===== src/rtl/alu_issue_pkg.sv =====
// ---------------------------------------------------------------------------
// alu_issue_pkg
// Shared definitions for the 4-bit ALU issue stage: instruction layout,
// op-code values, FSM state encoding and small decode helpers.
//
// Instruction word (INSTR_W = 15 bits):
//   [14]    use_imm
//   [13:10] op_code
//   [9:8]   rd
//   [7:6]   rs1
//   [5:4]   rs2
//   [3:0]   imm
// ---------------------------------------------------------------------------
package alu_issue_pkg;

   localparam int INSTR_W     = 15;
   localparam int DATA_W      = 4;
   localparam int REG_ADDR_W  = 2;
   localparam int NUM_REGS    = 4;

   localparam int USE_IMM_BIT = 14;
   localparam int OP_MSB      = 13;
   localparam int OP_LSB      = 10;
   localparam int RD_MSB      = 9;
   localparam int RD_LSB      = 8;
   localparam int RS1_MSB     = 7;
   localparam int RS1_LSB     = 6;
   localparam int RS2_MSB     = 5;
   localparam int RS2_LSB     = 4;
   localparam int IMM_MSB     = 3;
   localparam int IMM_LSB     = 0;

   localparam logic [3:0] OP_ADD  = 4'b0000;
   localparam logic [3:0] OP_SUB  = 4'b0001;
   localparam logic [3:0] OP_MUL  = 4'b0010;
   localparam logic [3:0] OP_DIV  = 4'b0011;
   localparam logic [3:0] OP_AND  = 4'b0100;
   localparam logic [3:0] OP_OR   = 4'b0101;
   localparam logic [3:0] OP_XOR  = 4'b0110;
   localparam logic [3:0] OP_NAND = 4'b0111;
   localparam logic [3:0] OP_NOR  = 4'b1000;
   localparam logic [3:0] OP_XNOR = 4'b1001;
   localparam logic [3:0] OP_REM  = 4'b1010;

   // Plain constants are what the RTL compares against; the enum mirrors
   // them for anyone who wants a typed view of the state register.
   localparam logic [0:0] ST_IDLE = 1'b0;
   localparam logic [0:0] ST_EXEC = 1'b1;

   typedef enum logic [0:0] {
      STATE_IDLE = 1'b0,
      STATE_EXEC = 1'b1
   } state_e;

   // Only the arithmetic add/sub ops own the carry flag.
   function automatic logic op_writes_carry(input logic [3:0] op);
      return (op == OP_ADD) || (op == OP_SUB);
   endfunction

   function automatic logic op_is_divide(input logic [3:0] op);
      return (op == OP_DIV) || (op == OP_REM);
   endfunction

endpackage


===== src/rtl/alu_issue_ctrl_fifo.sv =====
// ---------------------------------------------------------------------------
// sync_fifo
// Generic single-clock FIFO with show-ahead head output.
//
// Parameters:
//   DATA_W  entry width
//   DEPTH   number of entries (power of two, >= 2)
// Ports:
//   clk, rst_n     clock / asynchronous active-low reset (empties the FIFO)
//   push, push_data write an entry; ignored when full
//   pop            retire the head entry; ignored when empty
//   head           current head entry (valid when !empty)
//   count          occupancy, 0..DEPTH
//   empty, full    occupancy flags decoded from count
// ---------------------------------------------------------------------------
module sync_fifo #(
   parameter int DATA_W = 8,
   parameter int DEPTH  = 4
) (
   input  logic                       clk,
   input  logic                       rst_n,
   input  logic                       push,
   input  logic [DATA_W-1:0]          push_data,
   input  logic                       pop,
   output logic [DATA_W-1:0]          head,
   output logic [$clog2(DEPTH+1)-1:0] count,
   output logic                       empty,
   output logic                       full
);

   localparam int PTR_W = $clog2(DEPTH);
   localparam int CNT_W = $clog2(DEPTH+1);

   logic [DATA_W-1:0] mem [DEPTH];
   logic [PTR_W-1:0]  wr_ptr;
   logic [PTR_W-1:0]  rd_ptr;
   logic              do_push;
   logic              do_pop;

   assign empty   = (count == '0);
   assign full    = (count == CNT_W'(DEPTH));
   assign do_push = push & ~full;
   assign do_pop  = pop & ~empty;
   assign head    = mem[rd_ptr];

   // Storage carries no reset: only the pointers and count define contents.
   always_ff @(posedge clk) begin
      if (do_push) begin
         mem[wr_ptr] <= push_data;
      end
   end

   // DEPTH is a power of two, so pointers wrap by plain overflow.
   always_ff @(posedge clk or negedge rst_n) begin
      if (!rst_n) begin
         wr_ptr <= '0;
         rd_ptr <= '0;
         count  <= '0;
      end else begin
         if (do_push) begin
            wr_ptr <= wr_ptr + PTR_W'(1);
         end
         if (do_pop) begin
            rd_ptr <= rd_ptr + PTR_W'(1);
         end
         case ({do_push, do_pop})
            2'b10:   count <= count + CNT_W'(1);
            2'b01:   count <= count - CNT_W'(1);
            default: count <= count;
         endcase
      end
   end

endmodule


===== src/rtl/alu_issue_ctrl.sv =====
// ---------------------------------------------------------------------------
// alu_issue_ctrl
// Issue stage for the external 4-bit ALU. Instructions are queued in a
// sync_fifo; a two-state FSM (IDLE/EXEC) pops one, latches its operands
// from a 4 x 4-bit register file (or the immediate) plus the carry flag,
// lets the ALU evaluate for one cycle and then writes the result back and
// pulses a writeback strobe. One instruction completes every two cycles.
//
// Parameters:
//   DEPTH  instruction FIFO depth (power of two, >= 2)
// Ports:
//   clk, rst_n           clock / asynchronous active-low reset
//   in_valid, in_ready   instruction handshake, in_instr is the word
//   alu_a, alu_b         registered ALU operands
//   alu_op, alu_cin      registered ALU op-code and carry-in
//   alu_result, alu_cout combinational ALU response
//   wb_valid             one-cycle completion strobe
//   wb_rd, wb_data       destination register and value written
//   wb_carry             carry flag after the instruction
//   wb_err               divide-by-zero trap flag (ALU_ISSUE_DIV0_TRAP_EN)
//   busy                 FSM in EXEC or FIFO non-empty
//   count                FIFO occupancy
//
// Build option ALU_ISSUE_DIV0_TRAP_EN: DIV/REM with a zero divisor leave
// the register file and carry untouched and complete with wb_err = 1,
// wb_data = 0. Without it the ALU result is written as-is.
// ---------------------------------------------------------------------------
module alu_issue_ctrl
   import alu_issue_pkg::*;
#(
   parameter int DEPTH = 4
) (
   input  logic                       clk,
   input  logic                       rst_n,
   input  logic                       in_valid,
   output logic                       in_ready,
   input  logic [14:0]                in_instr,
   output logic [3:0]                 alu_a,
   output logic [3:0]                 alu_b,
   output logic [3:0]                 alu_op,
   output logic                       alu_cin,
   input  logic [3:0]                 alu_result,
   input  logic                       alu_cout,
   output logic                       wb_valid,
   output logic [1:0]                 wb_rd,
   output logic [3:0]                 wb_data,
   output logic                       wb_carry,
`ifdef ALU_ISSUE_DIV0_TRAP_EN
   output logic                       wb_err,
`endif
   output logic                       busy,
   output logic [$clog2(DEPTH+1)-1:0] count
);

   localparam int CNT_W = $clog2(DEPTH+1);

   logic [INSTR_W-1:0]    head;
   logic                  fifo_empty;
   logic                  fifo_full;
   logic                  push;
   logic                  pop;

   logic [0:0]            state;
   logic                  exec;

   logic                  head_use_imm;
   logic [3:0]            head_op;
   logic [REG_ADDR_W-1:0] head_rd;
   logic [REG_ADDR_W-1:0] head_rs1;
   logic [REG_ADDR_W-1:0] head_rs2;
   logic [DATA_W-1:0]     head_imm;

   logic [DATA_W-1:0]     a_p1;
   logic [DATA_W-1:0]     b_p1;
   logic [3:0]            op_p1;
   logic                  cin_p1;
   logic [REG_ADDR_W-1:0] rd_p1;

   logic [DATA_W-1:0]     rf [NUM_REGS];
   logic                  carry_flag;
   logic                  carry_next;
   logic                  div0_trap;
   logic                  rf_wr_en;

   // in_ready looks only at the registered count, so a slot freed by a
   // same-cycle pop is not offered until the next cycle.
   assign in_ready = rst_n & ~fifo_full;
   assign push     = in_valid & in_ready;
   assign exec     = (state == ST_EXEC);
   assign pop      = (state == ST_IDLE) & ~fifo_empty;
   assign busy     = exec | ~fifo_empty;

   sync_fifo #(
      .DATA_W (INSTR_W),
      .DEPTH  (DEPTH)
   ) u_fifo (
      .clk       (clk),
      .rst_n     (rst_n),
      .push      (push),
      .push_data (in_instr),
      .pop       (pop),
      .head      (head),
      .count     (count),
      .empty     (fifo_empty),
      .full      (fifo_full)
   );

   assign head_use_imm = head[USE_IMM_BIT];
   assign head_op      = head[OP_MSB:OP_LSB];
   assign head_rd      = head[RD_MSB:RD_LSB];
   assign head_rs1     = head[RS1_MSB:RS1_LSB];
   assign head_rs2     = head[RS2_MSB:RS2_LSB];
   assign head_imm     = head[IMM_MSB:IMM_LSB];

   // ---- stage p1: pop head, register operands (IDLE edge) ----
   // The operand registers hold steady through EXEC so the combinational
   // ALU sees a stable input for the whole cycle.
   always_ff @(posedge clk or negedge rst_n) begin
      if (!rst_n) begin
         state  <= ST_IDLE;
         a_p1   <= '0;
         b_p1   <= '0;
         op_p1  <= '0;
         cin_p1 <= 1'b0;
         rd_p1  <= '0;
      end else begin
         case (state)
            ST_IDLE: begin
               if (pop) begin
                  a_p1   <= rf[head_rs1];
                  b_p1   <= head_use_imm ? head_imm : rf[head_rs2];
                  op_p1  <= head_op;
                  cin_p1 <= carry_flag;
                  rd_p1  <= head_rd;
                  state  <= ST_EXEC;
               end
            end
            ST_EXEC: begin
               state <= ST_IDLE;
            end
         endcase
      end
   end

   assign alu_a   = a_p1;
   assign alu_b   = b_p1;
   assign alu_op  = op_p1;
   assign alu_cin = cin_p1;

`ifdef ALU_ISSUE_DIV0_TRAP_EN
   assign div0_trap = exec & op_is_divide(op_p1) & (b_p1 == '0);
`else
   assign div0_trap = 1'b0;
`endif

   assign rf_wr_en = exec & ~div0_trap;

   always_comb begin
      carry_next = carry_flag;
      if (rf_wr_en && op_writes_carry(op_p1)) begin
         carry_next = alu_cout;
      end
   end

   // ---- stage p2: commit ALU result to rf/carry (EXEC edge) ----
   // No hazard logic: rf is written here and read no earlier than the
   // following IDLE edge.
   always_ff @(posedge clk or negedge rst_n) begin
      if (!rst_n) begin
         for (int i = 0; i < NUM_REGS; i++) begin
            rf[i] <= '0;
         end
         carry_flag <= 1'b0;
      end else begin
         if (rf_wr_en) begin
            rf[rd_p1] <= alu_result;
         end
         carry_flag <= carry_next;
      end
   end

   always_ff @(posedge clk or negedge rst_n) begin
      if (!rst_n) begin
         wb_valid <= 1'b0;
         wb_rd    <= '0;
         wb_data  <= '0;
         wb_carry <= 1'b0;
`ifdef ALU_ISSUE_DIV0_TRAP_EN
         wb_err   <= 1'b0;
`endif
      end else begin
         wb_valid <= exec;
         if (exec) begin
            wb_rd    <= rd_p1;
            wb_data  <= div0_trap ? '0 : alu_result;
            wb_carry <= carry_next;
`ifdef ALU_ISSUE_DIV0_TRAP_EN
            wb_err   <= div0_trap;
`endif
         end
      end
   end

endmodule


===== config.mk =====
export PLATFORM = sky130hd
export DESIGN_NAME = alu_issue_ctrl
export DESIGN_NICKNAME = d
export VERILOG_FILES = /design/src/rtl/alu_issue_pkg.sv /design/src/rtl/alu_issue_ctrl_fifo.sv /design/src/rtl/alu_issue_ctrl.sv
export SDC_FILE = /design/constraint.sdc
export NUM_CORES = 1
export LEC_CHECK = 0
export ABC_AREA = 1
export CAP_MARGIN = 20
export CORE_ASPECT_RATIO = 0.8
export CORE_MARGIN = 3
export CORE_UTILIZATION = 55
export CTS_CLUSTER_SIZE = 24
export DETAILED_ROUTE_END_ITERATION = 8
export PLACE_DENSITY_LB_ADDON = 0.15
export SLEW_MARGIN = 20
export SYNTH_ARGS = -nofsm -noshare
export SYNTH_HDL_FRONTEND = slang
export SYNTH_SLANG_ARGS = --single-unit

===== constraint.sdc =====
create_clock -name clk -period 3.29 [get_ports clk]
set_input_delay 0.658 -clock clk [delete_from_list [all_inputs] [get_ports clk]]
set_output_delay 0.658 -clock clk [all_outputs]
set_load 0.01 [all_outputs]

# --- Word level (Yosys, flattened, before mapping) ---
# Memories as Yosys holds them, arrays and structs flattened.
# Cells that the tools add are included.
word_totals:
  out_inout_bits: 26
  regBits: 48
  elab_cells: 66
  memories: 1
  ram_bits: 60
mem_list:
  columns: ["memory", "words", "width", "rd", "rd_clocked_by_memory_dff", "wr", "line", "rtl"]
  rows:
  - ["u_fifo.mem", 4, 15, 1, 0, 1, "alu_issue_ctrl_fifo.sv:34", "logic [DATA_W-1:0] mem [DEPTH];"]
classes:
  bitwise_logic: 12
  n_reduce_logical: 7
  n_mux: 16
  n_eq_ne: 4
  magnitude_cmp: 4
  addsub: 4
ops:
  columns: ["op", "n"]
  rows:
  - ["4-bit 2-to-1 mux", 6]
  - ["4-bit binary-select mux with 2-bit select", 2]
  - ["16-bit bitwise mux", 1]
  - ["3-bit >= comparator, second input constant", 3]
  - ["2-bit inverter with 3-bit output", 3]
  - ["4-bit demux with 2-bit select", 1]
  - ["3-bit one-hot mux with 2 select lines", 1]
  - ["1-bit bitwise AND", 5]
  - ["2-bit by 1-bit adder with 2-bit output, second input constant", 2]
  - ["4-bit by 1-bit == test with 1-bit output, second input constant", 1]
  - ["4-bit zero test", 1]
  - ["1-bit 2-to-1 mux", 4]
  - ["3-bit by 1-bit adder with 3-bit output, second input constant", 1]
  - ["3-bit == test, second input constant", 1]
  - ["3-bit zero test", 1]
  - ["3-bit by 1-bit < comparator with 1-bit output, second input constant", 1]
  - ["1-bit inverter", 3]
  - ["3-bit by 1-bit subtractor with 3-bit output, second input constant", 1]
  - ["2-bit by 1-bit == test with 1-bit output, second input constant", 1]
  - ["2-bit == test, second input constant", 1]
  - ["1-bit logical AND", 2]
  - ["1-bit one-hot mux with 2 select lines", 1]
  - ["2-bit AND reduction", 1]
  - ["2-bit nonzero test", 1]
  - ["2 further kinds", 2]

# --- Logic depth before layout (Yosys ltp) ---
depth:
  ltp_word: 7
  ltp_mapped: 11

# --- Hierarchy ---
# Synthesis repeated with hierarchy kept, for this count alone.
hier_totals:
  cells_unflattened: 477
  area_unflattened_um2: 4762.1
modules_own_cells:
  columns: ["module", "cells_each", "seq_area_each_um2", "instances", "area_each_um2"]
  rows:
  - ["sync_fifo", 236, 1976.9, 1, 2867.8]
  - ["alu_issue_ctrl", 241, 1026.0, 1, 1894.3]

# --- Worst setup path before layout ---
# OpenSTA, ideal clock, no wires.
synth_path:
  path_kind: "input to register"
  start: "in rst_n"
  end: "mem u_fifo.mem[0][0] (netlist name), enable pin"
  stages: 4
  setup_slack_ns: 1.015
  arrival_time_ns: 1.888
  cell_sequence: "inv_1 -> a31oi_1 -> nand2_1 -> nor2_1"
synth_between:
  elab_chain_len: 5
synth_lines:
  columns: ["item", "line", "rtl"]
  rows:
  - ["start, declared", "alu_issue_ctrl.sv:34", "input logic rst_n,"]
  - ["1-bit bitwise AND", "alu_issue_ctrl.sv:87", "assign in_ready = rst_n & ~fifo_full;"]
  - ["net in_ready", "alu_issue_ctrl.sv:36", "output logic in_ready,"]
  - ["1-bit bitwise AND", "alu_issue_ctrl.sv:88", "assign push = in_valid & in_ready;"]
  - ["1-bit bitwise AND", "alu_issue_ctrl_fifo.sv:42", "assign do_push = push & ~full;"]
  - ["1-bit 2-to-1 mux", "alu_issue_ctrl_fifo.sv:48", "if (do_push) begin"]
  - ["1-bit 2-to-1 mux (not written as such)", "alu_issue_ctrl_fifo.sv:49", "mem[wr_ptr] <= push_data;"]
  - ["end, declared", "alu_issue_ctrl_fifo.sv:34", null]
# The timed path passes the listed nets, and every way through them passes these cells.

# --- Worst setup path after layout ---
layout_path:
  start: "reg state (netlist: exec)"
  end: "reg u_fifo.count[2]"
layout_between:
  elab_chain_len: 5
  elab_cells_between_ends: 7
  classes_between: "eq/ne (2); mux (1); bitwise (3); reduce/logical (1)"
layout_lines:
  columns: ["item", "line", "rtl"]
  rows:
  - ["start, declared", "alu_issue_ctrl.sv:63", "logic [0:0] state;"]
  - ["start signal, assigned", "alu_issue_ctrl.sv:120", "state <= ST_IDLE;"]
  - ["start signal, assigned", "alu_issue_ctrl.sv:135", "state <= ST_EXEC;"]
  - ["start signal, assigned", "alu_issue_ctrl.sv:139", "state <= ST_IDLE;"]
  - ["1-bit inverter (no source line) *", null, null]
  - ["1-bit bitwise AND *", "alu_issue_ctrl.sv:90", "assign pop = (state == ST_IDLE) & ~fifo_empty;"]
  - ["1-bit bitwise AND *", "alu_issue_ctrl_fifo.sv:43", "assign do_pop = pop & ~empty;"]
  - ["2-bit by 1-bit == test with 1-bit output / 2-bit == test (equally long branches)", "alu_issue_ctrl_fifo.sv:66", "case ({do_push, do_pop})"]
  - ["3-bit one-hot mux with 2 select lines / 2-bit nonzero test (equally long branches)", null, null]
  - ["end signal, assigned", "alu_issue_ctrl_fifo.sv:67", "2'b10: count <= count + CNT_W'(1);"]
  - ["end signal, assigned", "alu_issue_ctrl_fifo.sv:68", "2'b01: count <= count - CNT_W'(1);"]
  - ["end signal, assigned", "alu_issue_ctrl_fifo.sv:69", "default: count <= count;"]
  - ["end, declared", "alu_issue_ctrl_fifo.sv:26", "output logic [$clog2(DEPTH+1)-1:0] count,"]
# Mark *: on every way between the ends. The rest lies on a longest branch, timed or not.
# A chain may end at the register's enable or synchronous reset.

==> results_dict.tcl <==
set metrics [dict create \
    status "completed" \
    gr-total-overflow 0 \
    syn-num-nets 469 \
    grt_max_degree 49 \
    clock_skew_ns 0.00795 \
    clockRootBuffer "clkbuf_8" \
    crit_type "reg2reg" \
    cp_num_buf_inv 3 \
    clkSinkCount 108 \
    drive_gt1_share_pct 7.23 \
    vias 3260 \
    p_sw_share_pct 41.0 \
    cts.clk_slew.worst_paths_ns 0.10 \
    post_drt_wl_per_cell_um 16.2 \
    antenna_found_initial 0 \
    synth_area_per_cell_um2 10.4 \
    hp-class "in2async" \
    cp-end-kind "register" \
    finalMaxSlewViolations 0 \
    crit_fanout 19 \
    seqCellArea_um2 3000 \
    cpMostUsedCell "inv_1" \
    wl_mm 9.85 \
    slew_headroom_pct 55.2 \
    combPwrFrac_pct 44.0 \
    initial_core_util_pct 57.1 \
    fp.dieW_um 108 \
    hold_buffers 0 \
    grt_pass1_wl_mm 15.6 \
    finalSetupViolCount 0 \
    dieHeight_um 87.6 \
    syn_to_final_growth_pct 16.9 \
    fin_setup_tns_ns 0 \
    dp_hpwl_mm 6.70 \
    ir_worst_vdd_mv 0.668 \
    utilization_pct 66.8 \
    fmax_ghz 0.383 \
    period_share_pct 79.4 \
    clock_path_buffers 2 \
    layout_min_cycle_time_ns 2.61 \
    leakagePower_nw 2.26 \
    drc 0 \
    h-tree-depth 3 \
    drtIter0Drc 185 \
    grt_setup_unrepaired "false" \
    design.die.area_um2 9470 \
    synth.distinct_cells 26 \
    hold_violations 0 \
    cts_setup_buffers 0 \
    cts_tree "yes" \
    cp_top_family "buffers and inverters" \
    port_buffers 48 \
    grtUsageTotal_pct 21.8 \
    rows 29 \
    tightest_slew_ns 0.672 \
    n_antenna_cell 0 \
    synth_seq_cells 108 \
    antenna_left 0 \
    io-pin-count 49 \
    switchingPower_mw 2.10 \
    grt_pass1_vias 3204 \
    cts_buffers 9 \
    clkPwrFrac_pct 15.9 \
    path_cells "inv_1 -> o31ai_4 -> inv_2 -> ha_1 -> inv_1 -> fa_1 -> a21oi_1 -> o21ai_0 -> xor2_1" \
    powerDensity_nw_per_um2 956 \
    synth_area_um2 4580 \
    core_area_um2 8020 \
    insertion_delay_ns 0.36 \
    nets 522 \
    vias_per_cell 5.38 \
    synth_warnings 0 \
    worstPathRequired_ns 3.54 \
    drt-pass1-iter-count 4 \
    ys_seq_area_share_pct 65.5 \
    worst-endpoint-arrival_ns 2.86 \
    p_int_mw 3.02 \
    dpl_cell_area_um2 5160 \
    maxCapViolations 0 \
    ctsResizeCount 0 \
    multi_input_area_um2 1330 \
    gp_congestion 0.890 \
    cp-start-kind "register" \
    power_frac_seq_pct 40.1 \
    syn_inst 440 \
    fillers 630 \
    max_stage_delay_ns 0.48 \
    slowest_stage "dfrtp_1" \
    design_area_um2 5360 \
]
## Yosys cell counts
cell type / count / area, um2
clkbuf_1: 4 / 15.0
o21ai_1: 3 / 15.0
nand3_2: 2 / 20.0
fa_1: 1 / 20.0
buf_6: 3 / 33.8
inv_2: 4 / 15.0
dfrtp_1: 48 / 1200
o31ai_4: 1 / 21.3
a31oi_1: 4 / 25.0
edfxtp_1: 60 / 1800
nand3_1: 45 / 225
nand2_2: 3 / 18.8
nand3_4: 2 / 35.0
inv_1: 39 / 146
o22ai_1: 3 / 18.8
o21ai_0: 43 / 215
nand2_1: 118 / 443
xnor2_1: 1 / 8.76
xor2_1: 3 / 26.3
ha_1: 5 / 62.6
buf_4: 3 / 22.5
buf_2: 3 / 15.0
a21oi_1: 7 / 35.0
nand4_1: 1 / 6.26
nand2_4: 1 / 11.3
nor2_1: 33 / 124
## layout by cell type (no fill, tap or decap), drive strengths merged
master	n
buf	8
a31oi	4
clkdlybuf4s50	47
o21ai	46
nand2	122
nand4	1
clkbuf	9
nand3	49
a21oi	7
ha	5
xor2	3
clkinv	2
clkinvlp	2
dfrtp	48
o22ai	3
edfxtp	60
xnor2	1
o31ai	1
fa	1
inv	45
nor2	33
bufinv	1
## state kept, by name, summed over array words and instances, names as in the netlist
register / count
u_fifo.wr_ptr: 2
wb_rd: 2
rd_p1: 2
alu_cin: 1
u_fifo.mem: 60
alu_b: 4
alu_op: 4
u_fifo.count: 3
wb_data: 4
alu_a: 4
u_fifo.rd_ptr: 2
wb_carry: 1
rf: 16
wb_valid: 1
carry_flag: 1
exec: 1
## routing by layer
layer | share of wire, % | GRT usage, % | vias to the layer above | wire (um)
li1 | - | - | 1563 | -
met1 | 45 | 29.4 | 1586 | 4420
met2 | 48 | 35.8 | 99 | 4690
met3 | 6.3 | 5.38 | 12 | 618
met4 | 1.3 | 6.65 | 0 | 125
met5 | 0 | 0 | - | 0
## power groups by stage
stage | Combinational [mW] | Sequential [mW] | Clock, mW
6_report | 2.26 | 2.06 | 0.812
5_1_grt | 2.55 | 2.09 | 0.879
4_1_cts | 2.27 | 2.05 | 0.821
3_5_place_dp | 2.26 | 2.08 | 0
3_3_place_gp | 2.17 | 2.06 | 0
2_1_floorplan | 1.46 | 2.09 | 0
## kinds of logic (layout without fill, tap and decap cells)
logic type,after synthesis,count (layout),synth area share (%)
flops,108,108,65.5
compound gates,61,61,7.21
simple gates,205,205,19.3
fa+ha+maj,6,6,1.80
buf+inv,56,114,5.41
xor+xnor,4,4,0.765
## stage by stage
stage / cells / setup slack (ns) / power [mW] / hold slack (ns)
after floorplan: 440 / 1.02 / 3.55 / 0.362
after global placement: 590 / 0.818 / 4.24 / 0.470
after CTS: 606 / 0.676 / 5.14 / 0.448
final: 606 / 0.677 / 5.12 / 0.436
after detailed placement: 590 / 0.702 / 4.33 / 0.474
after global routing: 606 / 0.421 / 5.53 / 0.465
## layout make-up
cell class | instances | area share (%)
Clock buffer | 9 | 2.31
Clock inverter | 7 | 1.40
Inverter | 43 | 3.01
Multi-Input combinational cell | 276 | 24.8
Sequential cell | 108 | 56.0
Tap cell | 108 | 2.52
Timing Repair Buffer | 55 | 9.86
## final timing paths
kind	startpoint	to	slack, ns	cells after the start
worst max-delay path	exec$_DFF_PN0_	u_fifo.count[2]$_DFFE_PN0P_	0.68	9
worst min-delay path	rst_n	rf[2]$_DFFE_PN0P_	0.44	2
worst max register to register	exec$_DFF_PN0_	u_fifo.count[2]$_DFFE_PN0P_	0.68	9
worst min register to register	rf[0]$_DFFE_PN0P_	rf[0]$_DFFE_PN0P_	0.50	2
max in group asynchronous	rst_n	alu_op[2]$_DFFE_PN0P_	2.45	2
min in group clk	rf[0]$_DFFE_PN0P_	rf[0]$_DFFE_PN0P_	0.50	2
No activity file was read; power rests on OpenSTA's default activity.
